$ cat src/rtl/fir_deconv.sv
// -----------------------------------------------------------------------------
// fir_deconv
//   Inverse of the 5-tap unit-coefficient moving-sum FIR. Recovers the signed
//   sample stream x[n] from the filtered stream y[n] = x[n] + ... + x[n-4]:
//       x[n] = y[n] - (x[n-1] + x[n-2] + x[n-3] + x[n-4])
//   The sum of the last four recovered samples is kept as a registered
//   running sum, so each sample needs one subtract plus one sum update.
//   The history starts at zero after reset/clear, matching the zeroed delay
//   chain of a freshly reset filter.
//
// Build option:
//   FIR_DECONV_SAT_EN  defined   : out-of-range differences saturate to the
//                                  x range and set the sticky err flag.
//                      undefined : differences wrap (two's complement) into
//                                  NUM_INPUT_BITS; err is tied to 0.
//
// Ports:
//   clk        in   clock, rising edge
//   rst        in   synchronous reset, active low
//   clear      in   synchronous history/counter clear (err is kept)
//   in_y       in   signed filtered sample  [NUM_OUTPUT_BITS]
//   in_valid   in   in_y valid
//   in_ready   out  block can accept in_y this cycle (combinational)
//   out_x      out  signed recovered sample [NUM_INPUT_BITS], registered
//   out_valid  out  out_x valid, registered
//   out_ready  in   consumer accepts out_x this cycle
//   count      out  samples accepted since reset/clear, wraps [CNT_BITS]
//   err        out  sticky range error (saturating build only)
// -----------------------------------------------------------------------------
module fir_deconv #(
    parameter int NUM_INPUT_BITS  = 4,
    parameter int NUM_OUTPUT_BITS = 16,
    parameter int CNT_BITS        = 16
) (
    input  logic                       clk,
    input  logic                       rst,
    input  logic                       clear,
    input  logic [NUM_OUTPUT_BITS-1:0] in_y,
    input  logic                       in_valid,
    output logic                       in_ready,
    output logic [NUM_INPUT_BITS-1:0]  out_x,
    output logic                       out_valid,
    input  logic                       out_ready,
    output logic [CNT_BITS-1:0]        count,
    output logic                       err
);

    // Difference width: one guard bit over y so y - S never overflows.
    localparam int DW = NUM_OUTPUT_BITS + 1;
    // Running-sum width: four NUM_INPUT_BITS values need two extra bits;
    // one more keeps the intermediate S + x - h4 comfortably in range.
    localparam int SW = NUM_INPUT_BITS + 3;
    localparam int XW = NUM_INPUT_BITS;

    logic [XW-1:0]        h1_r;
    logic [XW-1:0]        h2_r;
    logic [XW-1:0]        h3_r;
    logic [XW-1:0]        h4_r;
    logic [SW-1:0]        sum_r;
    logic [SW-1:0]        sum_next_s;
    logic [XW-1:0]        out_x_r;
    logic                 out_valid_r;
    logic [CNT_BITS-1:0]  count_r;
    logic [XW-1:0]        x_new_s;
    logic signed [DW-1:0] d_s;
    logic                 in_ready_s;
    logic                 in_fire_s;
    logic                 out_fire_s;

    // Handshake: single output register, so a new sample may enter whenever
    // the register is empty or being drained this cycle; clear blocks input.
    always_comb begin
        in_ready_s = ~clear & (~out_valid_r | out_ready);
        in_fire_s  = in_valid & in_ready_s;
        out_fire_s = out_valid_r & out_ready;
    end

    // Raw difference y - S in DW signed bits (both operands sign-extended).
    always_comb begin
        d_s = $signed({in_y[NUM_OUTPUT_BITS-1], in_y})
            - $signed({{(DW-SW){sum_r[SW-1]}}, sum_r});
    end

`ifdef FIR_DECONV_SAT_EN
    localparam logic signed [DW-1:0] X_MAX = {{(DW-XW+1){1'b0}}, {(XW-1){1'b1}}};
    localparam logic signed [DW-1:0] X_MIN = {{(DW-XW+1){1'b1}}, {(XW-1){1'b0}}};

    logic range_err_s;
    logic err_r;

    // Narrow the difference to the x range, clamping to the nearest bound.
    always_comb begin
        x_new_s     = d_s[XW-1:0];
        range_err_s = 1'b0;
        if (d_s > X_MAX) begin
            x_new_s     = X_MAX[XW-1:0];
            range_err_s = 1'b1;
        end else if (d_s < X_MIN) begin
            x_new_s     = X_MIN[XW-1:0];
            range_err_s = 1'b1;
        end else begin
            x_new_s     = d_s[XW-1:0];
            range_err_s = 1'b0;
        end
    end

    // Sticky range error: only reset clears it, clear leaves it alone.
    always_ff @(posedge clk) begin
        if (!rst) begin
            err_r <= 1'b0;
        end else if (in_fire_s && range_err_s) begin
            err_r <= 1'b1;
        end else begin
            err_r <= err_r;
        end
    end

    assign err = err_r;
`else
    logic unused_d_hi_s;

    // Narrow the difference by two's-complement wrap (keep the low bits).
    always_comb begin
        x_new_s = d_s[XW-1:0];
    end

    // The wrapped build intentionally discards the upper difference bits.
    assign unused_d_hi_s = ^d_s[DW-1:XW];
    assign err           = 1'b0;
`endif

    // Next running sum: add the sample entering the window, drop the oldest.
    always_comb begin
        sum_next_s = sum_r
                   + {{(SW-XW){x_new_s[XW-1]}}, x_new_s}
                   - {{(SW-XW){h4_r[XW-1]}}, h4_r};
    end

    // History, running sum, output register and sample counter.
    always_ff @(posedge clk) begin
        if (!rst || clear) begin
            h1_r        <= {XW{1'b0}};
            h2_r        <= {XW{1'b0}};
            h3_r        <= {XW{1'b0}};
            h4_r        <= {XW{1'b0}};
            sum_r       <= {SW{1'b0}};
            out_x_r     <= {XW{1'b0}};
            out_valid_r <= 1'b0;
            count_r     <= {CNT_BITS{1'b0}};
        end else if (in_fire_s) begin
            // History advances only on accepted samples.
            h4_r        <= h3_r;
            h3_r        <= h2_r;
            h2_r        <= h1_r;
            h1_r        <= x_new_s;
            sum_r       <= sum_next_s;
            out_x_r     <= x_new_s;
            out_valid_r <= 1'b1;
            count_r     <= count_r + {{(CNT_BITS-1){1'b0}}, 1'b1};
        end else if (out_fire_s) begin
            out_valid_r <= 1'b0;
        end else begin
            out_valid_r <= out_valid_r;
        end
    end

    assign in_ready  = in_ready_s;
    assign out_x     = out_x_r;
    assign out_valid = out_valid_r;
    assign count     = count_r;

endmodule

$ cat config.mk
export PLATFORM = sky130hd
export DESIGN_NAME = fir_deconv
export DESIGN_NICKNAME = d
export VERILOG_FILES = /design/src/rtl/fir_deconv.sv
export SDC_FILE = /design/constraint.sdc
export NUM_CORES = 1
export LEC_CHECK = 0
export ABC_AREA = 1
export BUFFER_PORTS_ARGS = -buffer_cell sky130_fd_sc_hd__buf_2
export CORE_AREA = 8 8 70 72
export CTS_BUF_LIST = sky130_fd_sc_hd__clkbuf_4
export CTS_CLUSTER_DIAMETER = 150
export CTS_CLUSTER_SIZE = 28
export DETAILED_ROUTE_END_ITERATION = 8
export DIE_AREA = 0 0 78 80
export PLACE_DENSITY_LB_ADDON = 0.12
export SLEW_MARGIN = 10
export SYNTH_ARGS = -nofsm -noshare
export SYNTH_HDL_FRONTEND = slang
export SYNTH_SLANG_ARGS = --single-unit
export TNS_END_PERCENT = 50
$ cat constraint.sdc
create_clock -name clk -period 3.3 [get_ports clk]
set_input_delay 0.165 -clock clk [delete_from_list [all_inputs] [get_ports clk]]
set_output_delay 0.165 -clock clk [all_outputs]
set_load 0.005 [all_outputs]
==> out/results.ini, run 1 <==
[cells_and_area]
fin_cells=361
nFillCells=398
fin_nets=342
layout_common_cells=81 x nand2_1, 37 x dfxtp_1, 35 x inv_1
drive_gt1_frac=0.161
diodes=0
design_area_um2=2210
final_common_cell=nand2_1
syn_to_final_growth_pct=11.3

[power_and_ir_drop]
pwr-share-seq=0.573
cellPowerDensity_nw_per_um2=359
sw_frac_of_total=0.284
power_frac_comb=0.124
power_mw=0.794
net-switching-power_mw=0.226
ir_worst_vdd_mv=0.315
leakage_nw=0.913
p_clk_frac=0.303
p_int_mw=0.568

[routing]
firstDrtPassIters=4
wl_per_cell_um=11.2
vias=1773
routed_wl_mm=4.05
viasPerCell=4.91
drtAntennaViolNets=0
drtIter0Drc=93
drc_errors=0

[placed_design]
place_hpwl_mm=2.97
gp_congestion=0.812
dp_cells=353
port_buffers=30
dpl_cell_area_um2=2160

[global_routing]
grt_usage=0.140
grt_pass1_wl_mm=7.20
grt_start_max_net_pins=34
grt_overflow_total=0
antenna_found_initial=0
grt_pass1_vias=1600

[setup_path]
path_class=reg2reg
critical_path.endpoint_type=flop
path_max_fanout=3
reg2regPathDepth=15
crit_required_ns=3.54
r2r-end=sum_r[3]$_SDFFE_PP0P_
crit_path_frequent_cell=nand2_1
critPathSlowestCell=fa_1
worstPathCellList=ha_1 > fa_1 > xnor2_1 > inv_1 > fa_1 > inv_1 > ha_1 > a21oi_1 > nand2_1 > nand2_1 > nand2_1 > nand2_1 > nand2_1 > nor2_1 > nor2_1
rr_startpoint=sum_r[0]$_SDFFE_PP0P_
ff2ff_setup_slack_ns=0.52
critPathArrivalTime_ns=3.02
max_stage_delay_ns=0.49
crit_path_start_kind=flop

[sta]
hold_viol=0
period_needed_ns=2.78
fmax_mhz=360
fin_setup_tns_ns=0
rsz0062_at_grt=false
slew_headroom=0.486
slew_violations=0
setup_viol=0
clock_skew_ns=0.0122
worstMarginPinSlew_ns=0.769
post-route-period-util=0.842

[logic_synthesis]
yosys.area.top_type_share=0.372
synth_xor_area_frac=0.0220
synth_fa_ha_area_frac=0.0843
synth_compound_area_frac=0.143
synthSimpleGateAreaFrac=0.285
ys_seq_elements=37
synthMuxAreaShare=0
synth_area_leaders=dfxtp_1 37%, nand2_1 15%, a21oi_1 8.6%
syn_avg_cell_area_um2=7.05
yosysUniqueCellTypes=28
syn_inst=282
ys_warn_count=0
yosysTopAreaCell=dfxtp_1
synth_top_family_by_area=simple AND/OR/NAND/NOR gates
syn_nets=314
syn-cell-area_um2=1990
ys_seq_area_frac=0.372

[hold_path]
holdCritStartpoint=out_ready
min_to=out_valid$_SDFFE_PP0P_
holdCritPathClass=in2reg
min_path_cells=4

[clock_network]
h-tree-depth=2
root_buffer=clkbuf_4
cts.sinks=37
post_cts_resized=0
post_cts.repair.setup_buffers=0
clk_pin_slew_worst_paths_ns=0.12
clk_path_buf_depth=2
cts_made_buffers=5
insertion_delay_ns=0.35
hold_buffers=0
cts_tree=built

[floorplanning]
start_util=0.516
dieHeight_um=80
ios=44
die_area_um2=6240
coreArea_um2=3860
dieWidth_um=78
rows=23

[run]
drv_cap=0

[outcome]
status=finished, final reports clean

area by class of cell:
class / instances / area (um2) / share of cell area
Tap cell: 50 / 62.6 / 0.0282
Inverter: 36 / 140 / 0.0633
Clock buffer: 5 / 37.5 / 0.0169
Multi-Input combinational cell: 200 / 1070 / 0.481
Clock inverter: 3 / 17.5 / 0.00791
Sequential cell: 37 / 741 / 0.334
Timing Repair Buffer: 30 / 150 / 0.0678
cells in the mapped netlist (all sizes together):
master	number
dfxtp	37
xor2	4
nand3b	1
clkinv	1
nand3	9
a21oi	36
xnor2	1
inv	35
ha	7
and3	1
fa	4
clkbuf	5
nor3	2
nand4	4
conb	1
a31oi	1
buf	4
nor2	27
nand2	84
o21ai	18
critical path, delay by kind of cell, from the launching register on:
kind | cells | cell delay, ns
compound gates | 1 | 0.18
xor+xnor | 1 | 0.18
fa+ha+maj | 4 | 1.40
buf+inv | 2 | 0.14
flops | 1 | 0.34
simple gates | 7 | 0.42
power by group through the flow:
stage          registers (mW)  clock network (mW)  logic (mW)
3_3_place_gp            0.465                   0      0.0979
3_5_place_dp            0.465                   0      0.0996
5_1_grt                 0.456               0.270       0.116
6_report                0.455               0.241      0.0987
2_1_floorplan           0.465                   0      0.0765
4_1_cts                 0.455               0.248       0.100
flip-flops by register name, summed over array words and instances, names as in the netlist:
register,cells
count,16
h2_r,4
h3_r,4
h4_r,4
out_valid,1
out_x,4
sum_r,4
metal layers:
metal,up-vias,share of wire,wire length [um],global-route usage
met5,-,0,0,0
met4,0,0.013,51,0.0444
met3,5,0.040,164,0.0405
met2,25,0.48,1930,0.246
met1,795,0.47,1900,0.158
li1,948,-,-,-
metrics by stage:
step           worst slack, ns  hold slack, ns  utilization
6_report                 0.521           0.133        0.574
5_1_grt                  0.252           0.155        0.574
4_1_cts                  0.515           0.124        0.574
3_5_place_dp             0.556           0.452        0.560
3_3_place_gp             0.590           0.446        0.560
2_1_floorplan            0.758           0.359            -
how the worst max path moves through the flow:
stage                          start                    end  slack, ns  depth (start not counted)
2_1_floorplan  sum_r[0]$_SDFFE_PP0P_  sum_r[3]$_SDFFE_PP0P_       0.76                         15
3_3_place_gp                 in_y[0]  sum_r[3]$_SDFFE_PP0P_       0.59                         17
3_5_place_dp                 in_y[0]  sum_r[3]$_SDFFE_PP0P_       0.56                         17
4_1_cts        sum_r[0]$_SDFFE_PP0P_  sum_r[3]$_SDFFE_PP0P_       0.52                         15
5_1_grt        sum_r[0]$_SDFFE_PP0P_  sum_r[3]$_SDFFE_PP0P_       0.25                         15
6_report       sum_r[0]$_SDFFE_PP0P_  sum_r[3]$_SDFFE_PP0P_       0.52                         15
kinds of logic (layout without fill, tap and decap cells):
group / Yosys count / count (layout)
AO/OA/AOI/OAI: 55 / 55
XOR/XNOR: 5 / 5
adder cells (fa/ha/maj): 11 / 11
buffers and inverters: 45 / 74
flip-flops: 37 / 37
other: 1 / 1
AND/OR/NAND/NOR: 128 / 128
Note: power is estimated with default switching activity, not from simulation.
==> run 2, diff against run 1 <==
- clock period: 3.3 -> 2.7 ns (I/O delays scaled with it)
==> run 2 against run 1 <==
Against the previous run:
- design area is 1.2% higher
- combinational power increased by 37%
- cell count increased by 0.28%
- critical path depth unchanged
- utilization up 0.71 points
- largest power group unchanged
==> out/results.ini, run 2 (synthesis gave the netlist of run 1 again) <==
[routing]
vias=1799  ; +1.5%
drtAntennaViolNets=0  ; unchanged
firstDrtPassIters=5  ; +1
wl_per_cell_um=12.1  ; +7.4%
routed_wl_mm=4.37  ; +7.7%
viasPerCell=4.97  ; +1.2%
drc_errors=0  ; unchanged
drtIter0Drc=76  ; -18%

[sta]
fmax_mhz=389  ; +8.1%
clock_skew_ns=0.0104  ; -0.00177 ns
rsz0062_at_grt=false
post-route-period-util=0.952  ; +0.110
slew_violations=0  ; unchanged
fin_setup_tns_ns=0  ; unchanged
period_needed_ns=2.57  ; -0.209 ns
setup_viol=0  ; unchanged
hold_viol=0  ; unchanged

[floorplanning]
rows=23  ; unchanged
ios=44  ; unchanged
dieHeight_um=80  ; unchanged
start_util=0.516  ; unchanged
coreArea_um2=3860  ; unchanged
die_area_um2=6240  ; unchanged
dieWidth_um=78  ; unchanged

[clock_network]
post_cts.repair.setup_buffers=0  ; unchanged
root_buffer=clkbuf_4
clk_path_buf_depth=2  ; unchanged
cts_tree=built
insertion_delay_ns=0.35  ; about the same
hold_buffers=0  ; unchanged
cts.sinks=37  ; unchanged
cts_made_buffers=5  ; unchanged
h-tree-depth=2  ; unchanged
clk_pin_slew_worst_paths_ns=0.12  ; about the same

[run]
drv_cap=0  ; unchanged

[setup_path]
path_class=reg2reg
critPathSlowestCell=fa_1
crit_path_frequent_cell=nand2_1
critPathArrivalTime_ns=2.81  ; -0.21 ns
critical_path.endpoint_type=flop
worstPathCellList=ha_2 > fa_1 > xnor2_1 > inv_1 > fa_1 > inv_1 > ha_4 > a21oi_2 > nand2_1 > nand2_1 > nand2_1 > nand2_1 > nand2_1 > nor2_1 > nor2_1
crit_required_ns=2.94  ; -0.60 ns
max_stage_delay_ns=0.48  ; about the same
crit_path_start_kind=flop
path_max_fanout=3  ; unchanged

[cells_and_area]
seq_area_um2=742  ; +0.17%
syn_to_final_growth_pct=12.7
design_area_um2=2240  ; +1.2%
final_common_cell=nand2_1
layout_common_cells=81 x nand2_1, 36 x dfxtp_1, 35 x inv_1
fin_nets=343  ; +0.29%
diodes=0  ; unchanged
nFillCells=383  ; -3.8%
largest_register_ffs=16  ; unchanged
multi_input_area_um2=1080  ; +1.8%
drive_gt1_frac=0.176  ; +0.0155

[global_routing]
grt_usage=0.147  ; +0.00748
grt_start_max_net_pins=34  ; unchanged
grt_overflow_total=0  ; unchanged
antenna_found_initial=0  ; unchanged
grt_pass1_vias=1690  ; +5.6%
grt_pass1_wl_mm=7.40  ; +2.9%

[placed_design]
place_hpwl_mm=3.14  ; +5.6%
dpl_cell_area_um2=2170  ; +0.35%
port_buffers=30  ; unchanged
gp_congestion=0.798  ; -1.7%

[hold_path]
holdCritPathClass=in2reg

[power_and_ir_drop]
cellPowerDensity_nw_per_um2=443  ; +23%
leakage_nw=0.921  ; +0.85%
ir_worst_vdd_mv=0.257  ; -19%

[outcome]
status=finished, final reports clean

==> run 2: cell type report <==
type,count,area share
Sequential cell,37,0.331
Clock buffer,6,0.0201
Tap cell,50,0.0279
Clock inverter,2,0.00446
Multi-Input combinational cell,200,0.484
Inverter,36,0.0625
Timing Repair Buffer,31,0.0703
==> run 2: worst paths after layout <==
| kind | from | endpoint | slack [ns] | depth (start not counted) |
|---|---|---|---|---|
| setup / recovery | sum_r[0]$_SDFFE_PP0P_ | sum_r[3]$_SDFFE_PP0P_ | 0.13 | 15 |
| hold / removal | out_ready | out_valid$_SDFFE_PP0P_ | 0.09 | 4 |
| setup reg to reg | sum_r[0]$_SDFFE_PP0P_ | sum_r[3]$_SDFFE_PP0P_ | 0.13 | 15 |
| hold reg to reg | h2_r[3]$_SDFFE_PP0P_ | h3_r[3]$_SDFFE_PP0P_ | 0.46 | 2 |
==> run 2: worst max-delay path: cells and delay by family (launching register included) <==
family	cells	cell delay [ns]
AND/OR/NAND/NOR	7	0.40
XOR/XNOR	1	0.16
AO/OA/AOI/OAI	1	0.14
adder cells (fa/ha/maj)	4	1.28
buffers and inverters	2	0.15
flip-flops	1	0.34
==> run 2: report_power, final <==
| group | internal (mW) | switching [mW] |
|---|---|---|
| registers | 0.552 | 0.00389 |
| logic | 0.0530 | 0.0822 |
| clock network | 0.109 | 0.193 |
| total | 0.714 | 0.279 |
==> run 2: through the flow <==
step                 util  total power, mW  setup WS (ns)  cells  hold slack, ns
finish              0.581            0.993          0.130    362          0.0892
global route        0.581             1.05        0.00645    362          0.0836
floorplan               -            0.662          0.158    282           0.301
detailed placement  0.562            0.693        -0.0202    354           0.454
global placement    0.562            0.689         0.0252    354           0.447
CTS                 0.580             1.01         0.0589    362          0.0753
==> run 2: what timing repair did <==
item	in CTS	in global routing
setup endpoints to repair	1	1
pin swaps	1	1
hold endpoints to repair	0	0
gates resized for setup	2	2
==> run 2: per-layer routing <==
layer  wire, um  GRT usage  vias up
li1           -          -      951
met1       1980      0.157      814
met2       2110      0.260       28
met3        211     0.0495        6
met4         68     0.0611        0
met5          0          0        -
==> run 3, diff against run 2 <==
- SETUP_SLACK_MARGIN: unset -> 0.5
==> run 3 against run 2 <==
Against the previous run:
- global-route usage rose by 0.31 points
- hold slack improved by 0.0095 ns
- flip-flop and latch count is the same
- worst setup slack better by 0.057 ns
- routed wire length shrank 3.3%
- largest cell class unchanged
- power shrank 0.33%
- non-clock buffer count grew 2
- clock-buffer cell count unchanged
- utilization is 1.0 points higher
==> out/results.ini, run 3 (synthesis gave the netlist of run 1 again) <==
[floorplanning]
dieWidth_um=78  ; unchanged
rows=23  ; unchanged
coreArea_um2=3860  ; unchanged
dieHeight_um=80  ; unchanged
ios=44  ; unchanged
die_area_um2=6240  ; unchanged
start_util=0.516  ; unchanged

[setup_path]
path_max_fanout=3  ; unchanged
reg2regPathDepth=14  ; -1
crit_path_start_kind=flop
ff2ff_setup_slack_ns=0.19  ; +0.06 ns
crit_required_ns=2.93  ; about the same
path_class=reg2reg
critPathArrivalTime_ns=2.74  ; -0.07 ns
critical_path.endpoint_type=flop

[cells_and_area]
layout_common_cells=80 x nand2_1, 36 x dfxtp_1, 33 x inv_1, 33 x a21oi_1, 30 x buf_2
drive_gt1_frac=0.192  ; +0.0154
syn_to_final_growth_pct=14.7
nFillCells=383  ; unchanged
diodes=0  ; unchanged
final_common_cell=nand2_1
largest_register_ffs=16  ; unchanged
fin_util=0.591  ; +0.0101
fin_nets=345  ; +0.58%

[clock_network]
clk_pin_slew_worst_paths_ns=0.11  ; about the same
cts_tree=built
h-tree-depth=2  ; unchanged
clk_path_buf_depth=2  ; unchanged
root_buffer=clkbuf_4
cts_made_buffers=5  ; unchanged
insertion_delay_ns=0.34  ; about the same
cts.sinks=37  ; unchanged

[placed_design]
gp_congestion=0.785  ; -1.6%
port_buffers=30  ; unchanged
place_hpwl_mm=3.05  ; -3.0%

[sta]
period_needed_ns=2.51  ; -0.0571 ns
rsz0062_at_grt=true
setup_viol=0  ; unchanged
fin_setup_tns_ns=0  ; unchanged
post-route-period-util=0.931  ; -0.0211
fmax_mhz=398  ; +2.3%
hold_viol=0  ; unchanged
clock_skew_ns=0.0106  ; +0.000221 ns
slew_violations=0  ; unchanged

[power_and_ir_drop]
leakage_nw=0.928  ; +0.78%
p_clk_frac=0.287  ; -0.017
power_frac_comb=0.151  ; +0.015
pwr-share-seq=0.562  ; +0.002
cellPowerDensity_nw_per_um2=434  ; -2.0%
p_int_mw=0.719  ; +0.68%
net-switching-power_mw=0.270  ; -2.9%
sw_frac_of_total=0.273  ; -0.00731
ir_worst_vdd_mv=0.255  ; -0.64%

[routing]
drc_errors=0  ; unchanged
drtIter0Drc=140  ; +84%
vias=1803  ; +0.22%
wl_per_cell_um=11.6  ; -3.6%
drtAntennaViolNets=0  ; unchanged
viasPerCell=4.97  ; about the same
firstDrtPassIters=4  ; -1
routed_wl_mm=4.22  ; -3.3%

[outcome]
status=finished, final reports clean

[hold_path]
min_path_cells=4  ; unchanged
holdCritPathClass=in2reg

[run]
drv_cap=0  ; unchanged

[global_routing]
grt_usage=0.150  ; +0.00312
grt_pass1_vias=1755  ; +3.8%
grt_start_max_net_pins=34  ; unchanged
antenna_found_initial=0  ; unchanged
grt_pass1_wl_mm=7.75  ; +4.7%
grt_overflow_total=0  ; unchanged

[run 3: changes by cell type in the layout (fill, tap and decap cells not counted), moves of 2 or more]
cell,before,now
buf_4,1,3
inv_2,0,2
clkinv_2,2,0
inv_1,35,33
[run 3: final cells by class]
cell class	instances	area, um2	area share
clock buffer	6	45.0	0.0197
sequential	37	742	0.325
inverter	36	140	0.0614
multi-input combinational	200	1110	0.489
timing repair buffer	33	173	0.0757
clock inverter	1	3.75	0.00165
tap	50	62.6	0.0274
[run 3: critical path, cell delays in order (launching register included)]
cell,delay [ns]
dfxtp_2,0.35
ha_4,0.16
fa_2,0.36
xnor2_2,0.18
inv_2,0.06
fa_1,0.49
inv_2,0.05
ha_4,0.28
nand4_1,0.11
nand3_1,0.10
nand2_2,0.06
nand2_1,0.05
nand2_1,0.04
nor2_1,0.08
nor2_1,0.05
[run 3: path summary, 6_finish.rpt]
check,from,end
setup / recovery,sum_r[0]$_SDFFE_PP0P_,sum_r[3]$_SDFFE_PP0P_
hold / removal,out_ready,out_valid$_SDFFE_PP0P_
setup reg to reg,sum_r[0]$_SDFFE_PP0P_,sum_r[3]$_SDFFE_PP0P_
hold reg to reg,h2_r[3]$_SDFFE_PP0P_,h3_r[3]$_SDFFE_PP0P_
[run 3: power groups by stage]
stage | clock network, mW | registers [mW] | logic [mW]
finish | 0.284 | 0.556 | 0.150
global route | 0.319 | 0.557 | 0.173
CTS | 0.296 | 0.556 | 0.139
global placement | 0 | 0.568 | 0.131
floorplan | 0 | 0.568 | 0.103
detailed placement | 0 | 0.568 | 0.135
[run 3: routing by layer]
layer  vias up  share of wire  global-route usage
li1        953              -                   -
met1       806           0.44               0.161
met2        38           0.49               0.276
met3         6          0.058              0.0405
met4         0          0.011              0.0537
met5         -              0                   0
[run 3: repair_timing]
| item | CTS | global route |
|---|---|---|
| buffers inserted | 2 | 0 |
| hold buffers | 0 | 0 |
| setup endpoints to repair | 3 | 3 |
| pin swaps | 2 | 1 |
| resized for setup | 1 | 6 |
| hold endpoints to repair | 0 | 0 |
| gates cloned | 0 | 0 |
[run 3: per-stage QoR]
stage | instances | worst slack (ns) | power [mW] | hold slack (ns) | instance area (um2)
6_report | 363 | 0.187 | 0.990 | 0.0988 | 2280
5_1_grt | 363 | -0.0274 | 1.05 | 0.108 | 2280
4_1_cts | 363 | 0.147 | 0.990 | 0.0876 | 2250
3_5_place_dp | 354 | 0.146 | 0.703 | 0.452 | 2190
3_3_place_gp | 354 | 0.201 | 0.699 | 0.448 | 2190
2_1_floorplan | 282 | 0.337 | 0.671 | 0.301 | 2010
